File: src/rtl/morse_keyer_if.sv
// Symbol handshake between an upstream symbol source and the Morse keyer.
// A symbol moves on any posedge where sym_valid and sym_ready are both high.
// The source holds sym stable while sym_valid is high. It may drop sym_valid
// without a transfer. sym_ready depends only on keyer state, never on sym_valid.
interface morse_keyer_if;
   logic       sym_valid;
   logic [1:0] sym;
   logic       sym_ready;

   modport master (output sym_valid, output sym, input sym_ready);
   modport slave  (input sym_valid, input sym, output sym_ready);
endinterface

File: src/rtl/morse_keyer.sv
// Morse symbol transmitter. Symbol codes: 00 dot, 11 dash, 10 space, 01 reserved.
// Accepted symbols are buffered in a small FIFO and keyed onto line_out.
// Each dot or dash is a mark followed by a gap. A space is low time only.
module morse_keyer #(
   parameter int UNIT_CYCLES = 1,
   parameter int DASH_UNITS  = 3,
   parameter int GAP_UNITS   = 1,
   parameter int SPACE_UNITS = 2,
   parameter int FIFO_DEPTH  = 4
) (
   input  logic             clk,
   input  logic             rst_n,
   morse_keyer_if.slave     bus,
   output logic             line_out,
   output logic             sym_done,
   output logic             err_sym,
   output logic             busy,
   output logic [1:0]       state_dbg
);

   localparam int AW        = $clog2(FIFO_DEPTH);
   localparam int DOT_LEN   = UNIT_CYCLES;
   localparam int DASH_LEN  = DASH_UNITS * UNIT_CYCLES;
   localparam int GAP_LEN   = GAP_UNITS * UNIT_CYCLES;
   localparam int SPACE_LEN = SPACE_UNITS * UNIT_CYCLES;
   localparam int MAX_DS    = (DASH_LEN > SPACE_LEN) ? DASH_LEN : SPACE_LEN;
   localparam int MAX_LEN   = (MAX_DS > GAP_LEN) ? MAX_DS : GAP_LEN;
   localparam int CW        = $clog2(MAX_LEN + 1);

   // The counter is loaded with length-1 and counts down to 0.
   localparam logic [CW-1:0] DOT_LOAD   = CW'(DOT_LEN - 1);
   localparam logic [CW-1:0] DASH_LOAD  = CW'(DASH_LEN - 1);
   localparam logic [CW-1:0] GAP_LOAD   = CW'(GAP_LEN - 1);
   localparam logic [CW-1:0] SPACE_LOAD = CW'(SPACE_LEN - 1);
   localparam logic [AW:0]   CNT_FULL   = (AW + 1)'(FIFO_DEPTH);

   typedef enum logic [1:0] {IDLE, MARK, GAP, SPACE} state_t;

   state_t          state, state_nxt, load_state;
   logic [CW-1:0]   cnt, cnt_nxt, load_cnt;
   logic [1:0]      mem [FIFO_DEPTH];
   logic [AW-1:0]   wr_ptr, rd_ptr;
   logic [AW:0]     count;
   logic            accept, push, pop, fifo_empty;
   logic [1:0]      head;

   // sym_ready uses only the registered count, so a pop on a full FIFO does not
   // open the input in the same cycle.
   assign bus.sym_ready = (count != CNT_FULL);
   assign accept        = bus.sym_valid & bus.sym_ready;
   assign push          = accept & (bus.sym != 2'b01);
   assign fifo_empty    = (count == '0);
   assign head          = mem[rd_ptr];
   assign busy          = (state != IDLE) | ~fifo_empty;
   assign state_dbg     = state;

   // FIFO storage. It needs no reset because count gates every read.
   always_ff @(posedge clk) begin
      if (push) mem[wr_ptr] <= bus.sym;
   end

   // FIFO pointers and occupancy.
   always_ff @(posedge clk or negedge rst_n) begin
      if (!rst_n) begin
         wr_ptr <= '0;
         rd_ptr <= '0;
         count  <= '0;
      end else begin
         if (push) wr_ptr <= wr_ptr + AW'(1);
         if (pop)  rd_ptr <= rd_ptr + AW'(1);
         case ({push, pop})
            2'b10:   count <= count + (AW + 1)'(1);
            2'b01:   count <= count - (AW + 1)'(1);
            default: count <= count;
         endcase
      end
   end

   // Decode the FIFO head into the state and counter load used when it is popped.
   always_comb begin
      load_state = MARK;
      load_cnt   = DOT_LOAD;
      if (head == 2'b10) begin
         load_state = SPACE;
         load_cnt   = SPACE_LOAD;
      end else if (head == 2'b11) begin
         load_cnt   = DASH_LOAD;
      end
   end

   // Next-state logic. The final cycle of a gap or space pops the next symbol
   // directly, so consecutive symbols have no idle cycle between them.
   always_comb begin
      state_nxt = state;
      cnt_nxt   = cnt;
      pop       = 1'b0;
      sym_done  = 1'b0;
      unique case (state)
         IDLE: begin
            if (!fifo_empty) begin
               pop       = 1'b1;
               state_nxt = load_state;
               cnt_nxt   = load_cnt;
            end
         end
         MARK: begin
            if (cnt == '0) begin
               state_nxt = GAP;
               cnt_nxt   = GAP_LOAD;
            end else begin
               cnt_nxt   = cnt - CW'(1);
            end
         end
         GAP, SPACE: begin
            if (cnt == '0) begin
               sym_done = 1'b1;
               if (!fifo_empty) begin
                  pop       = 1'b1;
                  state_nxt = load_state;
                  cnt_nxt   = load_cnt;
               end else begin
                  state_nxt = IDLE;
               end
            end else begin
               cnt_nxt = cnt - CW'(1);
            end
         end
         default: state_nxt = IDLE;
      endcase
   end

   // State, counter, the registered key line and the reserved-code flag.
   always_ff @(posedge clk or negedge rst_n) begin
      if (!rst_n) begin
         state    <= IDLE;
         cnt      <= '0;
         line_out <= 1'b0;
         err_sym  <= 1'b0;
      end else begin
         state    <= state_nxt;
         cnt      <= cnt_nxt;
         line_out <= (state_nxt == MARK);
         err_sym  <= accept & (bus.sym == 2'b01);
      end
   end

endmodule
File: src/flat_wrapper.sv
// flat-port wrapper written by rule: the top's interface ports become plain ports
module morse_keyer_flat 
#(
   parameter int UNIT_CYCLES = 1,
   parameter int DASH_UNITS  = 3,
   parameter int GAP_UNITS   = 1,
   parameter int SPACE_UNITS = 2,
   parameter int FIFO_DEPTH  = 4
)
  (clk, rst_n, line_out, sym_done, err_sym, busy, state_dbg, bus_sym_valid, bus_sym, bus_sym_ready);
  morse_keyer_if bus_i ();
  input  logic clk;
  input  logic rst_n;
  output logic line_out;
  output logic sym_done;
  output logic err_sym;
  output logic busy;
  output logic [1:0] state_dbg;
  input wire logic [$bits(bus_i.sym_valid)-1:0] bus_sym_valid;
  input wire logic [$bits(bus_i.sym)-1:0] bus_sym;
  output wire logic [$bits(bus_i.sym_ready)-1:0] bus_sym_ready;
  assign bus_i.sym_valid = bus_sym_valid;
  assign bus_i.sym = bus_sym;
  assign bus_sym_ready = bus_i.sym_ready;
  morse_keyer #(.UNIT_CYCLES(UNIT_CYCLES), .DASH_UNITS(DASH_UNITS), .GAP_UNITS(GAP_UNITS), .SPACE_UNITS(SPACE_UNITS), .FIFO_DEPTH(FIFO_DEPTH)) u_core (.clk(clk), .rst_n(rst_n), .bus(bus_i), .line_out(line_out), .sym_done(sym_done), .err_sym(err_sym), .busy(busy), .state_dbg(state_dbg));
endmodule
File: config.mk
export PLATFORM = sky130hd
export DESIGN_NAME = morse_keyer_flat
export DESIGN_NICKNAME = d
export VERILOG_FILES = /design/src/rtl/morse_keyer_if.sv /design/src/rtl/morse_keyer.sv /design/src/flat_wrapper.sv
export SDC_FILE = /design/constraint.sdc
export NUM_CORES = 1
export LEC_CHECK = 0
export ABC_AREA = 1
export CAP_MARGIN = 20
export CORE_UTILIZATION = 49
export DETAILED_ROUTE_END_ITERATION = 6
export PLACE_DENSITY_LB_ADDON = 0.08
export SLEW_MARGIN = 20
export SYNTH_ARGS = -nofsm -noshare
export SYNTH_HDL_FRONTEND = slang
export SYNTH_SLANG_ARGS = --single-unit
File: constraint.sdc
create_clock -name clk -period 1.85 [get_ports clk]
set_clock_uncertainty 0.1 [all_clocks]
set_input_delay 0.4625 -clock clk [delete_from_list [all_inputs] [get_ports clk]]
set_output_delay 0.4625 -clock clk [all_outputs]
set_load 0.05 [all_outputs]
== Word level (Yosys, flattened, before mapping) ==
Memories as Yosys holds them, arrays and structs flattened.
Cells that the tools add are included.
Widths: inputs -> output; s select.

* Flip-flop bits (word level): 13
* RAM bits: 8
* Input port bits: 5
* Output and inout port bits: 7
* Word-level logic and storage cells: 55
* Memories kept: 1

{| class="wikitable"
|+ Memories
! memory !! depth !! bits a word !! rd ports !! clocked after Yosys merged registers in !! write ports !! line !! source
|-
| u_core.mem || 4 || 2 || 1 || 0 || 1 || morse_keyer.sv:41 || <nowiki>logic [1:0] mem [FIFO_DEPTH];</nowiki>
|}

* Add/sub/neg operators: 5
* Equality and inequality tests: 11
* Mux-type cells: 20
* Bitwise logic cells: 5
* Reduce and logical (&&, ||, !) cells: 6

{| class="wikitable"
|+ Operators with widths
! kind !! count
|-
| $mux 2 || 10
|-
| $pmux 2 s3 || 2
|-
| $eq 2x2->1 const B || 5
|-
| $eq 2x1->1 const B || 4
|-
| $mux 1 || 6
|-
| $pmux 3 s2 || 1
|-
| $add 2x1->2 const B || 2
|-
| $logic_not 2->1 || 2
|-
| $reduce_bool 2->1 || 2
|-
| $add 3x1->3 const B || 1
|-
| $and 1x1->1 || 3
|-
| $logic_not 3->1 || 1
|-
| $ne 3x3->1 const B || 1
|-
| $sub 3x1->3 const B || 1
|-
| $ne 2x1->1 const B || 1
|-
| $pmux 1 s2 || 1
|-
| $reduce_or 2->1 || 1
|-
| $sub 2x1->2 const B || 1
|-
| $not 1->1 || 1
|-
| $or 1x1->1 || 1
|}

== Depth between registers and ports, before layout ==
Gate-level depths: netlist of the first run.
An unclocked memory read counts as a cell.

* Word-level depth: 7
* Mapped depth: 11
* Depth with buffers taken out: 11

== Worst setup path after synthesis of the first run ==
OpenSTA, ideal clock, no wires.

* Kind: flip-flop to flip-flop
* Start point: reg u_core.count[0]
* End point: reg u_core.count[2]
* Setup time: 131 ps
* Arrival time: 2058 ps
* Data required time: 1619 ps
* Setup slack: -439 ps
* Cell stages (with the launch flop): 10
* Buffers on the path: 0
* Period minus slack after synthesis: 2289 ps
* Cells stage by stage: dfrtp_1 -> inv_2 -> nand3_2 -> o211ai_2 -> ha_1 -> inv_1 -> fa_1 -> a21oi_1 -> o21ai_0 -> xor2_1

* Elaborated cells between the ends (all ways): 13
* Classes of those cells: add/sub: 2; eq/ne: 3; mux: 4; bitwise: 2; reduce/logical: 2

{| class="wikitable"
|+ RTL lines
! element !! line !! source
|-
| start: declaration || morse_keyer.sv:43 || <nowiki>logic [AW:0] count;</nowiki>
|-
| start signal: assignment || morse_keyer.sv:72 || <nowiki>2'b10: count <= count + (AW + 1)'(1);</nowiki>
|-
| start signal: assignment || morse_keyer.sv:73 || <nowiki>2'b01: count <= count - (AW + 1)'(1);</nowiki>
|-
| start signal: assignment || morse_keyer.sv:74 || <nowiki>default: count <= count;</nowiki>
|-
| $ne 3x3->1 (*) || morse_keyer.sv:49 || <nowiki>assign bus.sym_ready = (count != CNT_FULL);</nowiki>
|-
| named net bus_sym_ready || flat_wrapper.sv:21 || <nowiki>output wire logic [$bits(bus_i.sym_ready)-1:0] bus_sym_ready;</nowiki>
|-
| $and 1x1->1 (*) || morse_keyer.sv:50 || <nowiki>assign accept = bus.sym_valid & bus.sym_ready;</nowiki>
|-
| $and 1x1->1 (*) || morse_keyer.sv:51 || <nowiki>assign push = accept & (bus.sym != 2'b01);</nowiki>
|-
| $eq 2x1->1 or $eq 2x2->1 (tied branches) || morse_keyer.sv:71 || <nowiki>case ({push, pop})</nowiki>
|-
| $pmux 3 s2 or $reduce_bool 2->1 (tied branches) || n/a ||
|}

Mark *: on every way through the listed nets, which the timed path passes. The rest lies on a longest branch.
A chain may end at the register's enable or synchronous reset.

== Worst setup path after layout of the first run ==
* Start point: reg u_core.state[0], in the netlist u_core.state_dbg[0]
* End point: out busy

* Word-level cells in the longest chain between the ends: 2

{| class="wikitable"
|+ Ends and longest elaborated chain
! element !! line !! source
|-
| start: declaration || morse_keyer.sv:39 || <nowiki>state_t state, state_nxt, load_state;</nowiki>
|-
| start signal: assignment || morse_keyer.sv:140 || <nowiki>state <= state_nxt;</nowiki>
|-
| $reduce_bool 2->1 || morse_keyer.sv:54 || <nowiki>assign busy = (state != IDLE) | ~fifo_empty;</nowiki>
|-
| $or 1x1->1 || morse_keyer.sv:54 ||
|-
| end: declaration || flat_wrapper.sv:17 || <nowiki>output logic busy;</nowiki>
|}

Every way passes these cells.

==> results.txt, run 1 <==
- Once routing completed, OpenROAD measured the worst setup slack at -0.0544 ns.
* Share of power burned in registers: 0.249
- Post-route cell area: about 1600 µm²
- Placed cell areas: between 1000 and 1500 µm²
- The checks that failed: setup timing.
* Most common library cell in the layout ignoring fill and taps: sky130_fd_sc_hd__buf_4
- The clock passes through at most 2 buffers.
- CTS root buffer: sky130_fd_sc_hd__clkbuf_4
- Maximum operating frequency: between 500 and 600 MHz
* Met1 usage in global routing: 0.242
* Critical-path maximum fanout: 2
- IR analysis of the VDD net gives a maximum drop of 1380 µV.
- Netlist area before placement: about 1100 µm²
- Ratio of cells with drive above 1 in the final layout: 0.434
- Run status: finished, violations left
* Routing layer with the top usage in global route: met2
* Reported leakage power: between 0.0007 and 0.0008 µW
* Number of top-level pins: 12
- For the worst setup path, the data required time is 1.29 ns.
* Number of buffers created by CTS: 3
* Number of sinks on the clock net: 21
- At the later pin of the worst-skew pair, clock insertion delay measures around 0.31 ns.
* Arrival time at the worst endpoint: around 1.3 ns
- Number of antenna violations at the first check in global routing: 0
- CTS Hold Buffers Added: 0
* Fraction of the yosys area taken by sequential cells: 0.524
* Min Clock Period, post-route: about 1.9 ns
* Layout Utilization: 0.780
- STA classifies the critical path endpoint as an output pin.
* Clk pin slew, worst setup/hold paths: ~0.12 ns
* Fraction of power spent switching nets: 0.434
- Of the total power, the clock network draws 0.073.
- Switching pwr: between 1000 and 1500 µW
- Placeable core region: roughly 2000 µm²
* Relative slew slack: 0.833
* Slew at the pin with the worst max-slew slack: 0.250 ns
* Die Area: approximately 2400 µm²
* Remaining antenna violation count: 0
- Floorplan die width: between 40 and 50 µm
- In this run the vertical extent of the chip is 48.9 µm.
- Dividing total power by cell area gives a power density of between 1500 and 2000 nW/µm².
- Combinational share of power: 0.678
* Internal power consumption: 1760 µW
* Violation count after the first detailed-route iteration: 10
* Aggregate global routing overflow: 0
* Post-Route Hold Slack: 0.341 ns
- The filler cells instantiated in the layout total 130.
* Number of nets in the final layout: roughly 170
* Post-detailed-placement half-perimeter wirelength: about 1600 µm
* Type of the worst min-delay path: primary input to asynchronous set/reset pin
* Vias in the first global route: roughly 900
- Global placement routability congestion: 0.764
- The synthesized design contains 21 register bits.
- The worst setup path is of the flop to output pin kind.
- The number of endpoints with negative hold slack in the final report was 0.
- When the netlist entered floorplanning its net count stood at roughly 130.
- In the global route stage, overall resource usage came out at 0.201.
- Sequential cell area: 568 µm²
* Area occupied by multi-input gates: about 480 µm²
- # DRC: 0
- Final count of pins violating max slew: 0
- Summing over every cut layer, the via total after detailed routing is 856.
- In the global route stage, met2 resource usage came out at 0.347.
- Before antenna repair, the detailed router went through 4 iterations.
* Clock tree from TritonCTS: done
- Setup repair after global routing could not meet its margin everywhere.
- Global-route wire length before repair: 3570 µm
- Number of input and output port buffers inserted: 11
- Number of H-tree branching levels: 1
- Synth Warn #: 0
- After floorplanning, the core was divided into 16 placement rows.
- For this run, global-route usage on met3 was measured as 0.0374.
- The initial utilization of the core area, before any placement, comes to 0.534.
- Leaving out fill and tap cells, the most frequent cells in the layout are sky130_fd_sc_hd__buf_4, sky130_fd_sc_hd__nand2_1, sky130_fd_sc_hd__inv_1.
- Type of element launching the critical path: flop
- Setup TNS: -0.131 ns
* Post-Synthesis Cells: ~120
- Largest net degree at the start of global routing: 14
- Each instance of the synthesized netlist takes up on average between 9 and 10 µm².
* Layout-stage area growth over the synthesis result: 46.1%
- The number of antenna diodes in the final layout is 0.
* Post-synth cell types: 22
- In the final routed layout, each cell accounts on average for around 12 µm.
- Count of maximum capacitance violations: 0
* Finish-stage setup viols: 3
- The final layout contains routed wiring with a total length of ~2200 µm.
* Detailed-route vias per instance: approximately 4.6
- Dividing the final minimum period by the clock period gives 1.03.
-- synth_stat cells --
master | instances | area share
sky130_fd_sc_hd__a21oi_1 | 3 | 0.014
sky130_fd_sc_hd__o211ai_2 | 1 | 0.012
sky130_fd_sc_hd__nand3_1 | 3 | 0.014
sky130_fd_sc_hd__inv_2 | 5 | 0.017
sky130_fd_sc_hd__o22ai_1 | 1 | 0.0058
sky130_fd_sc_hd__a21oi_2 | 1 | 0.0081
sky130_fd_sc_hd__o21ai_0 | 3 | 0.014
sky130_fd_sc_hd__nor2_2 | 1 | 0.0058
sky130_fd_sc_hd__fa_1 | 1 | 0.019
sky130_fd_sc_hd__nand2_2 | 5 | 0.029
sky130_fd_sc_hd__nand2_1 | 20 | 0.070
sky130_fd_sc_hd__ha_1 | 5 | 0.058
sky130_fd_sc_hd__nand3_4 | 1 | 0.016
sky130_fd_sc_hd__dfrtp_1 | 13 | 0.30
sky130_fd_sc_hd__edfxtp_1 | 8 | 0.22
sky130_fd_sc_hd__inv_1 | 20 | 0.070
sky130_fd_sc_hd__nor2_1 | 14 | 0.049
sky130_fd_sc_hd__xnor2_1 | 1 | 0.0081
sky130_fd_sc_hd__nor3_1 | 2 | 0.0093
sky130_fd_sc_hd__xor2_1 | 3 | 0.024
sky130_fd_sc_hd__nand3_2 | 3 | 0.028
sky130_fd_sc_hd__a21boi_1 | 1 | 0.0070
-- kinds of logic (layout without fill, tap and decap cells) --
family	Yosys count	after routing	synth area share
and+or+nand+nor	49	49	0.220
buffers and inverters	25	69	0.0869
DFF	21	21	0.524
AOI/OAI and AO/OA	10	10	0.0603
adders and majority gates	6	6	0.0765
xor gates and xnor gates	4	4	0.0325
-- repair_timing --
item	CTS	global route
endpoints found under the hold margin	0	0
setup endpoints to repair	4	5
pin swaps	6	4
resized for setup	11	5
setup buffers	11	2
-- critical path, cell delays in order (launching register included) --
cell and delay, ns:
sky130_fd_sc_hd__dfrtp_2 0.45, sky130_fd_sc_hd__nor2_4 0.12, sky130_fd_sc_hd__inv_2 0.05, sky130_fd_sc_hd__buf_4 0.14, sky130_fd_sc_hd__nor2_4 0.09, sky130_fd_sc_hd__inv_2 0.05
sky130_fd_sc_hd__buf_8 0.14
-- layer usage --
| metal | share of wire | vias up |
|---|---|---|
| met2 | 0.53 | 5 |
| met4 | 0.0055 | 0 |
| li1 | - | 446 |
| met1 | 0.45 | 403 |
| met3 | 0.014 | 2 |
| met5 | 0 | - |
-- flip-flops by register name, summed over array words and instances, names as in the netlist --
signal	flops
u_core.err_sym	1
u_core.line_out	1
u_core.mem	8
u_core.wr_ptr	2
u_core.state_dbg	2
u_core.cnt	2
u_core.rd_ptr	2
u_core.count	3
-- through the flow --
step	power [µW]	instances	setup WS (ns)
floorplan	1860	115	-0.141
global placement	2510	169	-0.462
detailed placement	2560	169	-0.489
CTS	3030	184	-0.0455
global route	3320	186	-0.134
finish	3100	186	-0.0544
-- power by group through the flow --
stage	sequential (µW)	combinational [µW]	clock [µW]
3_3_place_gp	776	1740	0
2_1_floorplan	890	971	0
6_report	772	2100	228
5_1_grt	790	2280	251
4_1_cts	770	2020	236
3_5_place_dp	780	1780	0
-- final cells by class --
class / instances / share of cell area
multi-input combinational: 69 / 0.302
sequential: 21 / 0.360
tap: 27 / 0.0214
timing repair buffer: 40 / 0.236
inverter: 25 / 0.0611
clock inverter: 1 / 0.00476
clock buffer: 3 / 0.0143
-- final timing paths --
path / startpoint / end / slack [ns] / depth (start not counted)
worst max-delay path: u_core.state_dbg[0] / busy / -0.05 / 6
worst min-delay path: rst_n / u_core.rd_ptr[0] / 0.34 / 2
worst max register to register: u_core.cnt[1] / u_core.count[2] / -0.05 / 11
worst min register to register: u_core.count[1] / u_core.count[1] / 0.44 / 2
max in group asynchronous: rst_n / u_core.state_dbg[0] / 1.13 / 2
min in group clk: u_core.count[1] / u_core.count[1] / 0.44 / 2
No activity file was read; power rests on OpenSTA's default activity.
==> run 2: changes to the inputs <==
Settings changed: CAP_MARGIN 20 to unset.
==> results of run 2 <==
Final layout, timing and power as in run 1 (identical DEF).
